## config.mk

```make
export PLATFORM = sky130hd
export DESIGN_NAME = div_share_arbiter
export DESIGN_NICKNAME = d
export VERILOG_FILES = /design/src/rtl/div_pkg.sv /design/src/rtl/rr_pick.sv /design/src/rtl/div_share_arbiter.sv
export SDC_FILE = /design/constraint.sdc
export NUM_CORES = 1
export LEC_CHECK = 0
export BUFFER_PORTS_ARGS = -buffer_cell sky130_fd_sc_hd__clkbuf_2
export CAP_MARGIN = 20
export CORE_ASPECT_RATIO = 1.1
export CORE_MARGIN = 4
export CORE_UTILIZATION = 45
export DETAILED_ROUTE_END_ITERATION = 10
export GPL_TIMING_DRIVEN = 0
export PLACE_DENSITY = 0.85
export SLEW_MARGIN = 20
export SYNTH_ARGS = -nofsm -noshare
export SYNTH_HDL_FRONTEND = slang
export SYNTH_SLANG_ARGS = --single-unit
```

## constraint.sdc

```tcl
create_clock -name clk -period 4 [get_ports clk]
set_input_delay 1.2 -clock clk [delete_from_list [all_inputs] [get_ports clk]]
set_output_delay 1.2 -clock clk [all_outputs]
set_load 0.01 [all_outputs]
```

## src/rtl/div_pkg.sv

```systemverilog
// Shared types for the divider-sharing arbiter: FSM states and response error codes.
package div_pkg;

    typedef enum logic [2:0] {
        StIdle,
        StGrant,
        StIssue,
        StWait,
        StResp
    } arb_state_e;

    localparam logic [1:0] ERR_OK  = 2'b00;
    localparam logic [1:0] ERR_DBZ = 2'b01;
    localparam logic [1:0] ERR_TMO = 2'b10;

endpackage

```

## src/rtl/rr_pick.sv

```systemverilog
// Combinational round-robin picker: first set bit of valid at or after ptr, wrapping mod NREQ.
module rr_pick #(
    parameter int unsigned NREQ = 4
) (
    input  logic [NREQ-1:0]         valid,
    input  logic [$clog2(NREQ)-1:0] ptr,
    output logic [NREQ-1:0]         grant,
    output logic [$clog2(NREQ)-1:0] idx,
    output logic                    any
);

    localparam int unsigned IW = $clog2(NREQ);

    always_comb begin
        int unsigned j;
        grant = '0;
        idx   = '0;
        any   = 1'b0;
        j     = 0;
        for (int unsigned k = 0; k < NREQ; k++) begin
            j = (int'(ptr) + k) % NREQ;
            if (!any && valid[j]) begin
                any      = 1'b1;
                idx      = IW'(j);
                grant[j] = 1'b1;
            end
        end
    end

endmodule

```

## src/rtl/div_share_arbiter.sv

```systemverilog
// Shares one multi-cycle divider between NREQ requesters with round-robin grants,
// local divide-by-zero filtering and a watchdog on the divider's done.
module div_share_arbiter import div_pkg::*; #(
    parameter int unsigned N       = 16,
    parameter int unsigned NREQ    = 4,
    parameter int unsigned TIMEOUT = 64
) (
    input  logic                    clk,
    input  logic                    rstn,
    input  logic [NREQ-1:0]         req_valid,
    output logic [NREQ-1:0]         req_ready,
    input  logic [NREQ*N-1:0]       req_dividend,
    input  logic [NREQ*N-1:0]       req_divisor,
    output logic                    resp_valid,
    input  logic                    resp_ready,
    output logic [$clog2(NREQ)-1:0] resp_id,
    output logic [N-1:0]            resp_q,
    output logic [N-1:0]            resp_r,
    output logic [1:0]              resp_err,
    output logic                    div_req,
    output logic [N-1:0]            div_dividend,
    output logic [N-1:0]            div_divisor,
    input  logic [N-1:0]            div_q,
    input  logic [N-1:0]            div_r,
    input  logic                    div_ready
);

    localparam int unsigned IW = $clog2(NREQ);
    localparam int unsigned WW = $clog2(TIMEOUT) + 1;

    arb_state_e    state;
    logic [IW-1:0] rr_ptr;
    logic [WW-1:0] wd_cnt;

    logic [NREQ-1:0] pick_grant;
    logic [IW-1:0]   pick_idx;
    logic            pick_any;
    logic [N-1:0]    sel_dividend;
    logic [N-1:0]    sel_divisor;
    logic [IW-1:0]   next_ptr;

    rr_pick #(
        .NREQ (NREQ)
    ) u_rr_pick (
        .valid (req_valid),
        .ptr   (rr_ptr),
        .grant (pick_grant),
        .idx   (pick_idx),
        .any   (pick_any)
    );

    assign sel_dividend = req_dividend[int'(pick_idx) * N +: N];
    assign sel_divisor  = req_divisor[int'(pick_idx) * N +: N];
    assign next_ptr     = (pick_idx == IW'(NREQ - 1)) ? '0 : pick_idx + 1'b1;

    // Accept is combinational so a requester that drops valid before GRANT is never taken.
    assign req_ready = (state == StGrant) ? pick_grant : '0;

    always_ff @(posedge clk or negedge rstn) begin
        if (!rstn) begin
            state        <= StIdle;
            rr_ptr       <= '0;
            wd_cnt       <= '0;
            resp_valid   <= 1'b0;
            resp_id      <= '0;
            resp_q       <= '0;
            resp_r       <= '0;
            resp_err     <= ERR_OK;
            div_req      <= 1'b0;
            div_dividend <= '0;
            div_divisor  <= '0;
        end else begin
            unique case (state)
                StIdle: begin
                    if (|req_valid) state <= StGrant;
                end
                StGrant: begin
                    if (pick_any) begin
                        rr_ptr  <= next_ptr;
                        resp_id <= pick_idx;
                        if (sel_divisor == '0) begin
                            resp_q     <= '1;
                            resp_r     <= sel_dividend;
                            resp_err   <= ERR_DBZ;
                            resp_valid <= 1'b1;
                            state      <= StResp;
                        end else begin
                            div_dividend <= sel_dividend;
                            div_divisor  <= sel_divisor;
                            div_req      <= 1'b1;
                            state        <= StIssue;
                        end
                    end else begin
                        state <= StIdle;
                    end
                end
                StIssue: begin
                    div_req <= 1'b0;
                    wd_cnt  <= '0;
                    state   <= StWait;
                end
                StWait: begin
                    // First WAIT cycle may still see the previous op's done.
                    if (wd_cnt != '0 && div_ready) begin
                        resp_q     <= div_q;
                        resp_r     <= div_r;
                        resp_err   <= ERR_OK;
                        resp_valid <= 1'b1;
                        state      <= StResp;
                    end else if (wd_cnt == WW'(TIMEOUT - 1)) begin
                        resp_q     <= '0;
                        resp_r     <= '0;
                        resp_err   <= ERR_TMO;
                        resp_valid <= 1'b1;
                        state      <= StResp;
                    end else begin
                        wd_cnt <= wd_cnt + 1'b1;
                    end
                end
                StResp: begin
                    if (resp_ready) begin
                        resp_valid <= 1'b0;
                        state      <= StIdle;
                    end
                end
                default: state <= StIdle;
            endcase
        end
    end

endmodule

```

# Yosys cells after proc, flatten, opt, wreduce, memory -nomap -nowiden

Cells that the tools add are included.

$add $sub $neg: 5
Reduce and logical (&&, ||, !) cells: 26
Equal/unequal tests: 14
Shifts and indexed selects: 2
$lt $le $gt $ge: 8
Muxes and demuxes: 63
Bitwise logic cells: 4

Operators by type and width:

| operator                                            | number |
|---|---|
| variable part select 64 x 7 -> 16 bit               | 2 |
| 2-to-1 mux 16 bit                                   | 7 |
| one-hot mux 16 bit (2 select lines)                 | 2 |
| 2-to-1 mux 4 bit                                    | 5 |
| 2-to-1 mux 1 bit                                    | 19 |
| 2-to-1 mux 2 bit                                    | 9 |
| 2-to-1 mux 3 bit                                    | 6 |
| logical NOT 16 bit                                  | 1 |
| one-hot mux 3 bit (5 select lines)                  | 1 |
| 2-to-1 mux 7 bit                                    | 2 |
| one-hot mux 7 bit (2 select lines)                  | 1 |
| < comparator 2 x 3 -> 1 bit, second input constant  | 4 |
| inequality test 2 bit, second input constant        | 6 |
| bitwise OR 4 bit                                    | 3 |
| AND reduction 3 bit                                 | 4 |
| binary-select mux 1 bit (select 2 bit)              | 4 |
| demux 1 bit (select 2 bit)                          | 4 |
| >= comparator 2 x 1 -> 1 bit, second input constant | 4 |
| logical AND 1 bit                                   | 8 |
| adder 7 x 1 -> 7 bit, second input constant         | 1 |
| == test 7 x 6 -> 1 bit, second input constant       | 1 |
| nonzero test 7 bit                                  | 1 |
| == test 3 x 2 -> 1 bit, second input constant       | 2 |
| nonzero test 2 bit                                  | 3 |
| other kinds (18)                                    | 22 |

Logic and storage cells: 133
Register bits: 82
Input port bits: 168

# Depth between registers and ports, before layout

Depth after elaboration: 17
Mapped depth: 13
Mapped depth without buffers: 9

# Modules after synthesis

Synthesis repeated with hierarchy kept, for this count alone.

Cell total of the unflattened synthesis: 386
Area total of the unflattened synthesis: 4777.1 um^2

Modules (own cells, without submodules):

| module            | area an instance (um^2) | sequential area each (um^2) | cells each | instances |
|---|---|---|---|---|
| div_share_arbiter | 4355.4                  | 2052.0                      | 341        | 1 |
| rr_pick           | 421.7                   | 0.0                         | 45         | 1 |

# Least setup slack after synthesis

Ideal clock, no wire load.

Path kind: in2reg
Start: in req_valid[2]
End: reg resp_r[10]
Arrival time: 3731 ps
Cell stages on the path: 9
Setup slack: 141 ps
Buffers on the path: 3
Path through: clkbuf_1 -> mux4_2 -> or4_1 -> o31a_1 -> buf_6 -> o211a_2 -> o31ai_4 -> buf_6 -> mux2_1

Cells in the longest elaborated chain, start to end: 16
Elaborated cells between the ends (all ways): 31
Classes of those cells: 2 x eq/ne; 2 x shift; 19 x mux; 8 x reduce/logical

RTL lines:

| item                                                                                        | RTL line                                         | RTL |
|---|---|---|
| start: declaration                                                                          | div_share_arbiter.sv:10                          | `input logic [NREQ-1:0] req_valid,` |
| binary-select mux 1 bit (select 2 bit)                                                      | rr_pick.sv:22                                    | `if (!any && valid[j]) begin` |
| 2-to-1 mux 1 bit (implied by the code)                                                      | rr_pick.sv:22                                    |  |
| 2-to-1 mux 1 bit                                                                            | rr_pick.sv:22                                    |  |
| logical NOT 1 bit                                                                           | rr_pick.sv:22                                    |  |
| logical AND 1 bit                                                                           | rr_pick.sv:22                                    |  |
| 2-to-1 mux 1 bit                                                                            | rr_pick.sv:22                                    |  |
| logical NOT 1 bit                                                                           | rr_pick.sv:22                                    |  |
| logical AND 1 bit                                                                           | rr_pick.sv:22                                    |  |
| 2-to-1 mux 1 bit                                                                            | rr_pick.sv:22                                    |  |
| logical NOT 1 bit                                                                           | rr_pick.sv:22                                    |  |
| logical AND 1 bit                                                                           | rr_pick.sv:22                                    |  |
| 2-to-1 mux 2 bit                                                                            | rr_pick.sv:22                                    |  |
| variable part select 64 x 7 -> 16 bit, on equally long branches                             | div_share_arbiter.sv:53, div_share_arbiter.sv:52 |  |
| logical NOT 16 bit or 2-to-1 mux 16 bit (tied branches)                                     | div_share_arbiter.sv:81                          | `if (sel_divisor == '0) begin` |
| inequality test 2 x 1 -> 1 bit (no source line) or 2-to-1 mux 16 bit (tied branches)        | n/a                                              |  |
| AND reduction 4 bit (no source line) or one-hot mux 16 bit (2 select lines) (tied branches) | n/a                                              |  |
| end signal: assignment                                                                      | div_share_arbiter.sv:83                          | `resp_r <= sel_dividend;` |
| end signal: assignment                                                                      | div_share_arbiter.sv:106                         | `resp_r <= div_r;` |
| end: declaration                                                                            | div_share_arbiter.sv:18                          | `output logic [N-1:0] resp_r,` |

Parallel ways exist; a longest one is shown, timed or not. The select of a mux whose other input is x is not followed.
A chain may end at the register's enable or synchronous reset.

# Worst setup path after layout

Start: in req_valid[3]
End: out req_ready[1]

Cells in the longest elaborated chain, start to end: 13
Elaborated cells between the ends (all ways): 25
Classes of those cells: 16 x mux; 3 x bitwise; 6 x reduce/logical

RTL lines:

| item                                   | RTL line                | RTL |
|---|---|---|
| binary-select mux 1 bit (select 2 bit) | rr_pick.sv:22           |  |
| 2-to-1 mux 1 bit (implied by the code) | rr_pick.sv:22           |  |
| 2-to-1 mux 1 bit                       | rr_pick.sv:22           |  |
| logical NOT 1 bit                      | rr_pick.sv:22           |  |
| logical AND 1 bit                      | rr_pick.sv:22           |  |
| 2-to-1 mux 1 bit                       | rr_pick.sv:22           |  |
| logical NOT 1 bit                      | rr_pick.sv:22           |  |
| logical AND 1 bit                      | rr_pick.sv:22           |  |
| 2-to-1 mux 1 bit                       | rr_pick.sv:22           |  |
| logical NOT 1 bit                      | rr_pick.sv:22           |  |
| logical AND 1 bit                      | rr_pick.sv:22           |  |
| 2-to-1 mux 4 bit (*)                   | rr_pick.sv:22           |  |
| 2-to-1 mux 4 bit (*)                   | div_share_arbiter.sv:57 | `assign req_ready = (state == StGrant) ? pick_grant : '0;` |
| end: declaration                       | div_share_arbiter.sv:11 | `output logic [NREQ-1:0] req_ready,` |

Every way passes the cells marked *; elsewhere a longest branch is shown, timed or not. The select of a mux whose other input is x is not followed.

==> flow_summary_export.csv <==
group,metric,value,unit
final_layout,final_cell_mix,"238 x clkbuf_2, 95 x mux2i_1, 82 x dfrtp_1",
routing,drtIter0Drc,218,
global_routing,grt_pass1_vias,5212,
place,place_congestion,0.904,
yosys,synth-edff-count,0,
run,cap_violations,0,
worst_setup_path,cp-end-kind,"primary output",
worst_setup_path,regToRegSetupSlack,0.27,ns
place,place_inst,878,
yosys,yosys.area_share.adder,2.61,%
floorplan,die_area,13500,um2
yosys,synth_top_family_by_area,"multiplexers",
timing,maxSlewHeadroom,50.4,%
floorplan,core,11400,um2
worst_setup_path,path_max_fanout,10,
min_path,min_path_type,"reg -> reg",
yosys,syn_area,5270,um2
worst_setup_path,cp-start-kind,"input pin",
final_layout,area_growth,34.7,%
final_layout,layout_commonest_cell,"clkbuf_2",
global_routing,grt_max_degree,83,
floorplan,fp.dieW,111,um
timing,final-setup-viol-count,0,
worst_setup_path,rr_startpoint,"rr_ptr[0]$_DFFE_PN0P_",
yosys,synthSimpleGateAreaFrac,10.7,%
yosys,synth-main-ff-cell,"dfrtp_1",
yosys,yosys.cell_types.count,53,
place,dp_worst_setup_slack,-0.566,ns
yosys,ys_ff_latch,82,
cts,insertion_delay,0.34,ns
yosys,yosysWarnings,0,
yosys,syn-instance-count,488,
final_layout,antenna_cells,0,
worst_setup_path,r2r-end,"div_dividend[3]$_DFFE_PN0P_",
worst_setup_path,criticalPathCategory,"in -> out",
place,place_area,6670,um2
cts,root_buffer,"clkbuf_16",
power,power_density,947,nW/um2
place,dpl.hpwl,13200,um
timing,setup_ws,0.0819,ns
power,p_leak,3.53,nW
final_layout,final_area,7100,um2
power,worst_ir_drop_vdd,0.420,mV
cts,cts_sinks,82,
routing,drt_first_pass_iters,5,
run_status,outcome,"complete, no violations",
routing,dr_total_vias,4984,
place,io_buffers,240,
timing,hold_viol_final,0,
worst_setup_path,critical_path_required,2.80,ns
final_layout,drive_gt1_share,44.9,%
floorplan,die_y,121,um
global_routing,grt_pass1_wl,26300,um
global_routing,grtUsageTotal,24.5,%
timing,tightest_slew,0.740,ns
worst_setup_path,reg2reg_depth,12,
yosys,avgSynthCellArea,10.8,um2
final_layout,fillCellCount,1002,
cts,path_clk_slew,0.06,ns
worst_setup_path,cpPeakStageDelay,0.55,ns
routing,routedWlPerCell,18.9,um
final_layout,nNetsFinal,923,
cts,htreeDepth,3,
routing,wl,17000,um
min_path,hold_depth,1,
cts,cts_tree,"done",
timing,min_period_over_period,98.0,%
cts,cts_buffers,9,
yosys,synth.area.mux_share,30.4,%
global_routing,antenna_found_initial,0,
worst_setup_path,arrival,2.72,ns
cts,cts.path.max_buffers,2,
worst_setup_path,worstPathCellList,"buf_2 > mux4_2 > clkbuf_1 > a221oi_1 > nor2_1 > clkbuf_2",
yosys,synth-xor-area-share,0.665,%
floorplan,rows,41,
yosys,yosysSeqAreaShare,38.9,%
global_routing,overflow,0,
cts,ctsHoldBuffers,0,
timing,max_freq,255,MHz
timing,rsz0062_at_grt,"true",
routing,drc_errors,0,
worst_setup_path,crit_path_top_delay_cell,"mux4_2",
final_layout,stdcell_count,899,
timing,fin_skew,0.0125,ns
timing,finalCriticalPeriod,3.92,ns
timing,slew_violations,0,
floorplan,boundaryPins,242,
yosys,synth_compound_area_share,11.8,%
worst_setup_path,endpoint,"req_ready[1]",
yosys,async_flop_share,100,%
yosys,syn_nets,667,
floorplan,start_util,46.1,%
routing,drtAntennaViolNets,0,
worst_setup_path,critPathLaunch,"req_valid[3]",
routing,via_per_inst,5.54,
-- routing by layer --
layer	vias up	wire length (um)	global-route usage, %
li1	2331	-	-
met1	2370	6610	28.9
met2	247	8510	42.6
met3	36	1340	5.74
met4	0	491	10.4
met5	-	0	0
-- flip-flops by register name, summed over array words and instances (netlist names) --
register and cells:
wd_cnt 7, div_divisor 16, resp_q 16, rr_ptr 2
resp_id 2, div_dividend 16, state 3, resp_err 2
resp_r 16, resp_valid 1, div_req 1
-- per-stage QoR --
step                power (mW)  util (%)  setup TNS [ns]  hold WS (ns)
floorplan                 4.46         -               0         0.502
global placement          5.62      58.2          -17.40         0.459
detailed placement        5.74      58.3          -22.21         0.472
CTS                       6.66      61.6               0         0.489
global route              7.18      62.0         -0.0321         0.502
finish                    6.72      62.0               0         0.482
-- worst max-delay path: cells and delay by family --
kind / cells / cell delay, ns
mux: 1 / 0.55
compound gates: 1 / 0.37
buf+inv: 3 / 0.54
simple gates: 1 / 0.07
-- worst min-delay path by stage --
stage                     slack [ns]                       to                    start
after CTS                       0.49  resp_err[0]$_DFFE_PN0P_  resp_err[0]$_DFFE_PN0P_
after global placement          0.46  resp_err[0]$_DFFE_PN0P_  resp_err[0]$_DFFE_PN0P_
after floorplan                 0.50    wd_cnt[0]$_DFFE_PN0P_    wd_cnt[0]$_DFFE_PN0P_
final                           0.48  resp_err[0]$_DFFE_PN0P_  resp_err[0]$_DFFE_PN0P_
after detailed placement        0.47   resp_id[1]$_DFFE_PN0P_   resp_id[1]$_DFFE_PN0P_
after global routing            0.50   resp_id[1]$_DFFE_PN0P_   resp_id[1]$_DFFE_PN0P_
-- kinds of logic (layout without fill, tap and decap cells) --
family	after synthesis	in the layout
muxes	149	150
DFF	82	82
xor gates and xnor gates	4	4
adders and majority gates	11	11
buffers and inverters	53	313
AOI/OAI and AO/OA	82	82
and+or+nand+nor	107	107
-- synth_stat cells, drive strengths merged (2+ instances only) --
cell    count  area [um2]
a21o        2        15.0
a21oi       3        15.0
a221oi      4        35.0
a22oi       4        30.0
and2        2        12.5
and3        2        12.5
buf        19         124
clkbuf     12        45.0
dfrtp      82        2050
ha         11         138
inv        22        82.6
mux2       49         552
mux2i      96         961
mux4        4        90.1
nand2      30         113
nand2b      5        31.3
nand3       7        35.0
nand3b      2        15.0
nand4       5        31.3
nor2       20        75.1
nor2b       4        27.5
nor3        5        41.3
nor3b       2        15.0
nor4       16         100
o21a        2        15.0
o21ai      24         124
o221ai     16         140
o31a       18         158
o31ai       3        41.3
xor2        3        26.3
-- cell type report --
type	count	area (um2)	area share [%]
multi-input combinational	354	3040	42.8
sequential	82	2050	28.9
timing repair buffer	244	1240	17.5
clock buffer	9	225	3.17
buffer	31	194	2.73
tap	150	188	2.64
inverter	22	86.3	1.22
clock inverter	7	75.1	1.06
-- report_power, final --
group	internal (mW)	switching [mW]
logic	2.05	2.36
registers	1.24	0.229
clock network	0.489	0.352
total	3.78	2.95
-- timing repair --
| item | 4_1_cts | 5_1_grt |
|---|---|---|
| endpoints found under the setup margin | 76 | 32 |
| cloned | 1 | 0 |
| setup buffers | 2 | 2 |
| pin swaps | 0 | 4 |
| gates resized for setup | 11 | 17 |
Note: power is estimated with default switching activity, not from simulation.
